[src/rtl/vend_pkg.sv]
// Shared constants, codes and state type for the vend controller.
// Refund-on-cancel path is compiled in with VEND_CANCEL_EN.
package vend_pkg;

  localparam int NUM_PRODUCTS = 4;

  localparam int unsigned D500  = 500;
  localparam int unsigned D1000 = 1000;
  localparam int unsigned D2000 = 2000;
  localparam int unsigned D5000 = 5000;

  localparam logic [3:0] C500  = 4'b0001;
  localparam logic [3:0] C1000 = 4'b0010;
  localparam logic [3:0] C2000 = 4'b0100;
  localparam logic [3:0] C5000 = 4'b1000;

  localparam logic [3:0] ERR_NONE    = 4'b0000;
  localparam logic [3:0] ERR_PRODUCT = 4'b0001;
  localparam logic [3:0] ERR_CREDIT  = 4'b0010;
  localparam logic [3:0] ERR_CHANGE  = 4'b0100;

  typedef enum logic [2:0] {
    S_IDLE,
    S_CHECK,
    S_DISPENSE,
    S_CHANGE,
    S_FINISH,
    S_FAIL
  } state_t;

  function automatic int unsigned price(input logic [2:0] sel);
    case (sel)
      3'd0:    price = 1500;
      3'd1:    price = 2000;
      3'd2:    price = 3500;
      3'd3:    price = 5000;
      default: price = 0;
    endcase
  endfunction

  function automatic int unsigned coin_value(input logic [3:0] c);
    case (c)
      C500:    coin_value = D500;
      C1000:   coin_value = D1000;
      C2000:   coin_value = D2000;
      C5000:   coin_value = D5000;
      default: coin_value = 0;
    endcase
  endfunction

endpackage

[src/rtl/vend_if.sv]
// Upstream/downstream signal bundle of the vend controller.
// master drives requests and credit, slave is the controller.
interface vend_if #(
  parameter int CNT_W = 8,
  parameter int VAL_W = 16
);
  logic [VAL_W-1:0] total;
  logic [CNT_W-1:0] num_500;
  logic [CNT_W-1:0] num_1000;
  logic [CNT_W-1:0] num_2000;
  logic [CNT_W-1:0] num_5000;
  logic             select_valid;
  logic [2:0]       product_sel;
  logic             cancel;
  logic             busy;
  logic             dispense;
  logic [2:0]       product_id;
  logic [3:0]       coin_out;
  logic [VAL_W-1:0] remaining;
  logic             credit_clear;
  logic             done;
  logic [3:0]       error;

  modport master (
    output total, num_500, num_1000, num_2000, num_5000,
    output select_valid, product_sel, cancel,
    input  busy, dispense, product_id, coin_out,
    input  remaining, credit_clear, done, error
  );

  modport slave (
    input  total, num_500, num_1000, num_2000, num_5000,
    input  select_valid, product_sel, cancel,
    output busy, dispense, product_id, coin_out,
    output remaining, credit_clear, done, error
  );
endinterface

[src/rtl/change_selector.sv]
// Greedy largest-first change coin pick; 0000 when nothing fits.
module change_selector
  import vend_pkg::*;
#(
  parameter int CNT_W = 8,
  parameter int VAL_W = 16
) (
  input  logic [VAL_W-1:0] remaining,
  input  logic [CNT_W-1:0] num_500,
  input  logic [CNT_W-1:0] num_1000,
  input  logic [CNT_W-1:0] num_2000,
  input  logic [CNT_W-1:0] num_5000,
  output logic [3:0]       pick
);

  logic [3:0] fit;

  assign fit[3] = (num_5000 != '0) && (remaining >= VAL_W'(D5000));
  assign fit[2] = (num_2000 != '0) && (remaining >= VAL_W'(D2000));
  assign fit[1] = (num_1000 != '0) && (remaining >= VAL_W'(D1000));
  assign fit[0] = (num_500  != '0) && (remaining >= VAL_W'(D500));

  always_comb begin
    pick = 4'b0000;
    priority case (1'b1)
      fit[3]:  pick = C5000;
      fit[2]:  pick = C2000;
      fit[1]:  pick = C1000;
      fit[0]:  pick = C500;
      default: pick = 4'b0000;
    endcase
  end

endmodule

[src/rtl/vend_controller.sv]
// Vend/change stage: price check, dispense pulse, greedy change payout.
// Define VEND_CANCEL_EN to enable the cancel/refund path.
module vend_controller
  import vend_pkg::*;
#(
  parameter int CNT_W = 8,
  parameter int VAL_W = 16
) (
  input  logic clock,
  input  logic reset_n,
  vend_if.slave bus
);

  state_t           state;
  state_t           state_d;
  logic [VAL_W-1:0] total_q;
  logic [VAL_W-1:0] remaining_q;
  logic [VAL_W-1:0] price_v;
  logic [VAL_W-1:0] coin_amt;
  logic [2:0]       sel_q;
  logic [CNT_W-1:0] cnt_q [4];
  logic [3:0]       error_q;
  logic [3:0]       pick;
  logic             refund;
  logic             start;
  logic             invalid;
  logic             short_credit;

`ifdef VEND_CANCEL_EN
  assign refund = bus.cancel && (bus.total != '0);
`else
  assign refund = 1'b0;
`endif

  assign start        = bus.select_valid || refund;
  assign price_v      = VAL_W'(price(sel_q));
  assign invalid      = int'(sel_q) >= NUM_PRODUCTS;
  assign short_credit = total_q < price_v;
  assign coin_amt     = VAL_W'(coin_value(pick));

  change_selector #(
    .CNT_W(CNT_W),
    .VAL_W(VAL_W)
  ) u_sel (
    .remaining(remaining_q),
    .num_500  (cnt_q[0]),
    .num_1000 (cnt_q[1]),
    .num_2000 (cnt_q[2]),
    .num_5000 (cnt_q[3]),
    .pick     (pick)
  );

  always_ff @(posedge clock or negedge reset_n) begin
    if (!reset_n) state <= S_IDLE;
    else          state <= state_d;
  end

  always_comb begin
    state_d = state;
    unique case (state)
      S_IDLE: begin
        if (refund)                state_d = S_CHANGE;
        else if (bus.select_valid) state_d = S_CHECK;
      end
      S_CHECK: begin
        if (invalid || short_credit) state_d = S_FAIL;
        else                         state_d = S_DISPENSE;
      end
      S_DISPENSE: begin
        if (remaining_q != '0) state_d = S_CHANGE;
        else                   state_d = S_FINISH;
      end
      S_CHANGE: begin
        if (pick == 4'b0000 || coin_amt == remaining_q)
          state_d = S_FINISH;
      end
      S_FINISH: state_d = S_IDLE;
      S_FAIL:   state_d = S_IDLE;
      default:  state_d = S_IDLE;
    endcase
  end

  always_ff @(posedge clock or negedge reset_n) begin
    if (!reset_n) begin
      total_q     <= '0;
      remaining_q <= '0;
      sel_q       <= '0;
      error_q     <= ERR_NONE;
      for (int i = 0; i < 4; i++) cnt_q[i] <= '0;
    end else begin
      case (state)
        S_IDLE: begin
          if (start) begin
            total_q  <= bus.total;
            sel_q    <= bus.product_sel;
            error_q  <= ERR_NONE;
            cnt_q[0] <= bus.num_500;
            cnt_q[1] <= bus.num_1000;
            cnt_q[2] <= bus.num_2000;
            cnt_q[3] <= bus.num_5000;
          end
          if (refund) remaining_q <= bus.total;
        end
        S_CHECK: begin
          if (invalid)           error_q <= ERR_PRODUCT;
          else if (short_credit) error_q <= ERR_CREDIT;
          else remaining_q <= total_q - price_v;
        end
        S_CHANGE: begin
          // No fit: keep remaining as the amount still owed
          if (pick == 4'b0000) begin
            error_q <= ERR_CHANGE;
          end else begin
            remaining_q <= remaining_q - coin_amt;
            for (int i = 0; i < 4; i++)
              if (pick[i]) cnt_q[i] <= cnt_q[i] - CNT_W'(1);
          end
        end
        default: ;
      endcase
    end
  end

  assign bus.busy         = state != S_IDLE;
  assign bus.dispense     = state == S_DISPENSE;
  assign bus.product_id   = sel_q;
  assign bus.coin_out     = (state == S_CHANGE) ? pick : 4'b0000;
  assign bus.remaining    = remaining_q;
  assign bus.credit_clear = state == S_FINISH;
  assign bus.done         = (state == S_FINISH) || (state == S_FAIL);
  assign bus.error        = error_q;

endmodule

[src/flat_wrapper.sv]
// flat-port wrapper written by rule: the top's interface ports become plain ports
module vend_controller_flat import vend_pkg::*;
#(
  parameter int CNT_W = 8,
  parameter int VAL_W = 16
)
  (clock, reset_n, bus_total, bus_num_500, bus_num_1000, bus_num_2000, bus_num_5000, bus_select_valid, bus_product_sel, bus_cancel, bus_busy, bus_dispense, bus_product_id, bus_coin_out, bus_remaining, bus_credit_clear, bus_done, bus_error);
  vend_if #(.CNT_W(CNT_W), .VAL_W(VAL_W)) bus_i ();
  input  logic clock;
  input  logic reset_n;
  input wire logic [$bits(bus_i.total)-1:0] bus_total;
  input wire logic [$bits(bus_i.num_500)-1:0] bus_num_500;
  input wire logic [$bits(bus_i.num_1000)-1:0] bus_num_1000;
  input wire logic [$bits(bus_i.num_2000)-1:0] bus_num_2000;
  input wire logic [$bits(bus_i.num_5000)-1:0] bus_num_5000;
  input wire logic [$bits(bus_i.select_valid)-1:0] bus_select_valid;
  input wire logic [$bits(bus_i.product_sel)-1:0] bus_product_sel;
  input wire logic [$bits(bus_i.cancel)-1:0] bus_cancel;
  output wire logic [$bits(bus_i.busy)-1:0] bus_busy;
  output wire logic [$bits(bus_i.dispense)-1:0] bus_dispense;
  output wire logic [$bits(bus_i.product_id)-1:0] bus_product_id;
  output wire logic [$bits(bus_i.coin_out)-1:0] bus_coin_out;
  output wire logic [$bits(bus_i.remaining)-1:0] bus_remaining;
  output wire logic [$bits(bus_i.credit_clear)-1:0] bus_credit_clear;
  output wire logic [$bits(bus_i.done)-1:0] bus_done;
  output wire logic [$bits(bus_i.error)-1:0] bus_error;
  assign bus_i.total = bus_total;
  assign bus_i.num_500 = bus_num_500;
  assign bus_i.num_1000 = bus_num_1000;
  assign bus_i.num_2000 = bus_num_2000;
  assign bus_i.num_5000 = bus_num_5000;
  assign bus_i.select_valid = bus_select_valid;
  assign bus_i.product_sel = bus_product_sel;
  assign bus_i.cancel = bus_cancel;
  assign bus_busy = bus_i.busy;
  assign bus_dispense = bus_i.dispense;
  assign bus_product_id = bus_i.product_id;
  assign bus_coin_out = bus_i.coin_out;
  assign bus_remaining = bus_i.remaining;
  assign bus_credit_clear = bus_i.credit_clear;
  assign bus_done = bus_i.done;
  assign bus_error = bus_i.error;
  vend_controller #(.CNT_W(CNT_W), .VAL_W(VAL_W)) u_core (.clock(clock), .reset_n(reset_n), .bus(bus_i));
endmodule
[config.mk]
export PLATFORM = sky130hd
export DESIGN_NAME = vend_controller_flat
export DESIGN_NICKNAME = d
export VERILOG_FILES = /design/src/rtl/vend_pkg.sv /design/src/rtl/vend_if.sv /design/src/rtl/change_selector.sv /design/src/rtl/vend_controller.sv /design/src/flat_wrapper.sv
export SDC_FILE = /design/constraint.sdc
export NUM_CORES = 1
export LEC_CHECK = 0
export ABC_CLOCK_PERIOD_IN_PS = 4000
export CAP_MARGIN = 20
export CORE_MARGIN = 3
export CORE_UTILIZATION = 40
export DETAILED_ROUTE_END_ITERATION = 16
export MAX_ROUTING_LAYER = met4
export PLACE_DENSITY = 0.61
export SYNTH_ARGS = -nofsm -noshare
export SYNTH_HDL_FRONTEND = slang
export SYNTH_SLANG_ARGS = --single-unit
[constraint.sdc]
create_clock -name clock -period 4 [get_ports clock]
set_input_delay 1.2 -clock clock [delete_from_list [all_inputs] [get_ports clock]]
set_output_delay 1.2 -clock clock [all_outputs]
set_load 0.05 [all_outputs]
Word-level counts from Yosys, hierarchy flattened
Index checks and enable logic that the tools add are counted.
{"block": "classes", "n_reduce_logical": 27, "eq_ne": 24, "n_addsub": 6, "magnitude_cmp": 6, "n_mux": 28}
{"op": "$pmux 13 s4", "n": 2}
{"op": "$mux 32", "n": 2}
{"op": "$pmux 32 s2", "n": 1}
{"op": "$mux 16", "n": 3}
{"op": "$mux 8", "n": 4}
{"op": "$pmux 16 s2", "n": 1}
{"op": "$reduce_bool 8->1", "n": 4}
{"op": "$sub 16x13->16", "n": 2}
{"op": "$sub 8x1->8 const B", "n": 4}
{"op": "$mux 4", "n": 7}
{"op": "$reduce_and 4->1", "n": 6}
{"op": "$eq 13x16->1", "n": 1}
{"op": "$ge 16x10->1 const B", "n": 1}
{"op": "$ge 16x11->1 const B", "n": 1}
{"op": "$ge 16x13->1 const B", "n": 1}
{"op": "$ge 16x9->1 const B", "n": 1}
{"op": "$lt 16x13->1", "n": 1}
{"op": "$reduce_bool 16->1", "n": 1}
{"op": "$eq 3x2->1 const B", "n": 4}
{"op": "$mux 3", "n": 4}
{"op": "$ne 2x1->1 const B", "n": 6}
{"op": "$pmux 3 s4", "n": 1}
{"op": "$pmux 4 s3", "n": 1}
{"op": "$ne 2x2->1 const B", "n": 4}
{"op": "other kinds (17)", "n": 28}
{"block": "word_totals", "elab_cells": 100, "reg_bits": 74, "inputBits": 55}

Longest topological paths before layout
{"block": "depth", "depth_word": 12, "mapped_depth": 17, "depth_no_buf": 16}

By module
Synthesis repeated with hierarchy kept, for this count alone.
{"block": "unflattened", "hier_cells": 641, "hier_area_um2": 5290.1}
{"mod": "vend_controller", "cells_per_inst": 609, "n_inst": 1, "area_each_um2": 5073.6}
{"mod": "change_selector", "cells_per_inst": 32, "n_inst": 1, "area_each_um2": 216.5}

Worst setup path before layout
OpenSTA, ideal clock, no wires.
{"block": "synth_path", "path_kind": "reg-to-reg", "startpoint": "register u_core.remaining_q[13] (netlist: u_core.bus.remaining[13])", "endpoint": "register u_core.remaining_q[14] (netlist: u_core.bus.remaining[14])", "required_ns": 3.879, "t_arrival_ns": 3.624, "path_stages_with_launch": 15, "period_less_slack_ns": 3.746, "path_slack_ns": 0.254, "path_cell_list": "dfrtp_1 > nor4_1 > o211ai_1 > a222oi_1 > nor2b_1 > buf_4 > nor2b_1 > nor2b_1 > ha_1 > o21ai_0 > a21oi_1 > o41a_1 > a211oi_1 > o21ai_0 > a22o_1"}
{"block": "synth_via", "elab_chain_cells": 11, "elab_cells_between_ends": 23, "classes_between": "1 x add/sub; 4 x order compare; 5 x eq/ne; 7 x mux; 6 x reduce/logical"}
{"item": "start, declared", "line": "vend_controller.sv:17", "source": "logic [VAL_W-1:0] remaining_q;"}
{"item": "start signal, assigned", "line": "vend_controller.sv:102", "source": "if (refund) remaining_q <= bus.total;"}
{"item": "start signal, assigned", "line": "vend_controller.sv:107", "source": "else remaining_q <= total_q - price_v;"}
{"item": "start signal, assigned", "line": "vend_controller.sv:114", "source": "remaining_q <= remaining_q - coin_amt;"}
{"item": "$ge 16x9->1", "line": "change_selector.sv:21", "source": "assign fit[0] = (num_500 != '0) && (remaining >= VAL_W'(D500));"}
{"item": "$logic_and 1x1->1", "line": "change_selector.sv:21"}
{"item": "$mux 1", "line": "change_selector.sv:25", "source": "priority case (1'b1)"}
{"item": "$mux 2", "line": "change_selector.sv:25"}
{"item": "$mux 4 (2 in a row)", "line": "change_selector.sv:25"}
{"item": "$eq 4x4->1, or another cell as far along", "line": "vend_pkg.sv:42", "source": "case (c)"}
{"item": "$pmux 13 s4", "line": "vend_pkg.sv:42"}
{"item": "$sub 16x13->16", "line": "vend_controller.sv:114"}
{"item": "$mux 16", "line": "vend_controller.sv:111", "source": "if (pick == 4'b0000) begin"}
{"item": "$pmux 16 s2", "line": "vend_controller.sv:91", "source": "case (state)"}
Parallel ways exist; a longest one is shown, timed or not. The select of a mux whose other input is x is not followed.
A chain may end at the register's enable or synchronous reset.

Worst setup path after layout
{"block": "layout_path", "startpoint": "register u_core.cnt_q[13] (netlist name)", "endpoint": "output port bus_coin_out[0]"}
{"block": "layout_via", "elab_chain_cells": 5}
{"item": "start, declared", "line": "vend_controller.sv:21", "source": "logic [CNT_W-1:0] cnt_q [4];"}
{"item": "start signal, assigned by index", "line": "vend_controller.sv:116", "source": "if (pick[i]) cnt_q[i] <= cnt_q[i] - CNT_W'(1);"}
{"item": "$reduce_bool 8->1", "line": "change_selector.sv:19", "source": "assign fit[2] = (num_2000 != '0) && (remaining >= VAL_W'(D2000));"}
{"item": "$logic_and 1x1->1", "line": "change_selector.sv:19"}
{"item": "$mux 4 (2 in a row)", "line": "change_selector.sv:25"}
{"item": "$mux 4", "line": "vend_controller.sv:127", "source": "assign bus.coin_out = (state == S_CHANGE) ? pick : 4'b0000;"}
{"item": "end, declared", "line": "flat_wrapper.sv:22", "source": "output wire logic [$bits(bus_i.coin_out)-1:0] bus_coin_out;"}
Every way passes these cells.

==> metrics.md <==
| Metric | Value |
|---|---|
| Outcome | `complete, no violations` |
| Worst flop-to-flop path startpoint | `u_core.cnt_q[13]` |
| CP endpoint kind | `primary output` |
| Worst hold slack | `0.470 ns` |
| Mapped cell area | `5000 sq um` |
| Post-Syn Area per Cell | `7.94 sq um` |
| Post-DP HPWL | `10400 um` |
| Syn Nets | `713` |
| Critical path class | `flop to primary output` |
| Sink Count | `73` |
| CTS tree | `done` |
| Crit path launch type | `flop` |
| Final wirelength | `13800 um` |
| Number of global-route vias before repair | `4672` |
| Tot GR Track Use | `0.209` |
| Register area | `1830 sq um` |
| Die width | `118 um` |
| Worst EP required | `2.80 ns` |
| Power Internal | `3.03 mW` |
| Fin cells | `893` |
| Flop2flop setup slack | `0.16 ns` |
| Total power density per cell area | `922 nW/um^2` |
| Via/cell ratio | `5.39` |
| P_sw | `2.89 mW` |
| Largest net degree at the start of global routing | `43` |
| Clock network power share | `0.124` |
| Peak Freq | `0.254 GHz` |
| Reg2Reg Capture Point | `u_core.bus.remaining[11]` |
| Worst reg-to-reg path cell count | `14` |
| Core area | `12100 sq um` |
| Seq/Total Area, Yosys | `0.365` |
| Fillers | `1197` |
| Clock-pin transition on the worst setup and hold timing paths | `0.06 ns` |
| GR Overflow Total | `0` |
| Max-Cap Viols | `0` |
| Worst slew margin | `0.451` |
| Layout cells sized above 1 | `0.0869` |
| Pre-CTS setup slack | `-0.0246 ns` |
| Vias after detailed routing | `4810` |
| Number of flops mapped to enable cells by yosys | `0` |
| Peak supply drop | `0.426 mV` |
| NumNets Final | `804` |
| Register share of total power | `0.245` |
| Wire length per cell | `15.5 um` |
| Sw Share | `0.488` |
| Max Buffers Root-to-Sink | `2` |
| H-tree depth | `3` |
| Placer Congestion | `0.873` |
| Leak Pwr | `2.78 nW` |
| Worst setup path end | `bus_coin_out[0]` |
| Arr. time, crit path | `2.73 ns` |
| Die Area | `13900 sq um` |
| Pre-Repair DR Iteration Count | `4` |
| Fin Setup TNS | `0 ns` |
| Layout Area Growth over Synthesis | `28.4%` |
| Synth Warn # | `0` |
| Synth async-reset ratio | `1.00` |
| Setup Skew | `0.00520 ns` |
| First-pass GRT wire length | `23100 um` |
| Crit Path Max Fanout | `6` |
| PortBufs | `83` |
| Netlist cell types | `65` |
| CTS root buffer | `clkbuf_16` |
| Combinational power share | `0.630` |
| Minimum clock period | `3.93 ns` |
| Worst setup margin | `0.0700 ns` |
| Clk_lat worst skew | `0.34 ns` |
| DRC | `0` |
| Fin. Hold Viols | `0` |
| Area of the multi-input gates | `2970 sq um` |
| Die Span Y | `118 um` |
| Worst setup startpoint | `u_core.cnt_q[13]` |
| Final period utilization | `0.982` |
| Num CTS Buffers | `9` |
| Synthesized flop and latch total | `73` |
| Rows | `40` |
| Dpl cells | `874` |
| Most common flop cell mapped by yosys | `dfrtp_1` |
| Min-delay src | `u_core.total_q[0]` |
| Worst-Margin Slew | `0.820 ns` |
| Initial Utilization | `0.413` |
| # setup viols final | `0` |
| Mapped Cells | `630` |
| Initial antenna violation count | `0` |
| Detailed Route Iter0 Violations | `387` |
| Hold buffer count at cts | `0` |
| Antenna Diode Count | `0` |
| HP Class | `flop to flop` |
| Final Max Slew Viols | `0` |
| Routed Antenna Nets | `0` |
| Final Util | `0.530` |
| I/O Pins | `86` |
## worst min-delay path by stage
| stage | endpoint | depth (start not counted) | slack (ns) |
|---|---|---|---|
| floorplan | u_core.bus.remaining[0] | 2 | 0.44 |
| global placement | u_core.bus.remaining[0] | 2 | 0.45 |
| detailed placement | u_core.bus.remaining[0] | 2 | 0.45 |
| CTS | u_core.bus.remaining[0] | 2 | 0.47 |
| global route | u_core.bus.remaining[0] | 2 | 0.49 |
| finish | u_core.bus.remaining[0] | 2 | 0.47 |
## repair_timing
item / 4_1_cts / 5_1_grt
resized for setup: 2 / 3
pin swaps: 0 / 3
endpoints found under the hold margin: 0 / 0
endpoints found under the setup margin: 3 / 6
buffers inserted: 2 / 2
## cell usage in the layout, fill, tap and decap left out, types with 9 or more instances in the layout
cell type         n
nor2_1           67
nand2_1          90
dfrtp_1          73
nand2b_1          9
nor3_1           21
inv_1            29
o22ai_1           9
a31oi_1          11
o21ai_0          59
clkdlybuf4s50_1  78
a21oi_1          53
or3_1            14
xnor2_1          10
buf_4            27
nand3_1          12
ha_1             26
o211ai_1         13
nor2b_1          12
clkbuf_16         9
## cells in the mapped netlist, types with 10 or more instances
cell type	instances	area, sq um
dfrtp_1	73	1830
clkbuf_1	25	93.8
nor2b_1	13	81.3
nor3_1	21	105
o21ai_0	60	300
o211ai_1	13	97.6
nand3_1	12	60.1
ha_1	26	325
nand2_1	90	338
a21oi_1	53	265
nor2_1	67	251
or3_1	14	87.6
xnor2_1	10	87.6
a31oi_1	11	68.8
inv_1	29	109
## power groups by stage
stage	clock, mW	combinational [mW]	sequential [mW]
floorplan	0	2.45	1.69
global placement	0	3.66	1.45
detailed placement	0	3.72	1.46
CTS	0.759	3.74	1.45
global route	0.794	4.18	1.51
finish	0.736	3.74	1.45
## kinds of logic after synthesis
kind of cell	synth area share
other	0.000749
DFF	0.365
buffers and inverters	0.0453
AOI/OAI and AO/OA	0.248
xor gates and xnor gates	0.0245
adders and majority gates	0.0730
muxes	0.00200
and+or+nand+nor	0.241
## area by class of cell
type	count	area share
multi-input cells	499	0.462
flip-flops and latches	73	0.284
repair buffers	109	0.163
clock buffers	11	0.0378
well taps	168	0.0327
inverters	29	0.0169
clock inverters	4	0.00312
## metal layers
| metal | up-vias | GRT usage | part of all wire |
|---|---|---|---|
| met4 | 0 | 0.0842 | 0.023 |
| met2 | 109 | 0.338 | 0.48 |
| li1 | 2429 | - | - |
| met1 | 2253 | 0.261 | 0.45 |
| met5 | - | - | 0 |
| met3 | 19 | 0.0375 | 0.041 |
## through the flow
step | power, mW | area (sq um)
3_3_place_gp | 5.11 | 6110
3_5_place_dp | 5.18 | 6110
6_report | 5.92 | 6420
4_1_cts | 5.95 | 6400
2_1_floorplan | 4.14 | 5000
5_1_grt | 6.49 | 6420
## state kept, by name, summed over array words and instances, names as in the netlist
signal / flops
u_core.bus.remaining: 16
u_core.cnt_q: 32
u_core.state: 3
u_core.total_q: 16
u_core.bus.product_id: 3
u_core.bus.error: 3
## critical path: stages (launching register included)
cell	delay [ns]
dfrtp_1	0.39
or3_1	0.39
or4_4	0.52
a222oi_1	0.38
nor2b_4	0.25
buf_4	0.16
and2_4	0.16
buf_12	0.13
No activity file was read; power rests on OpenSTA's default activity.
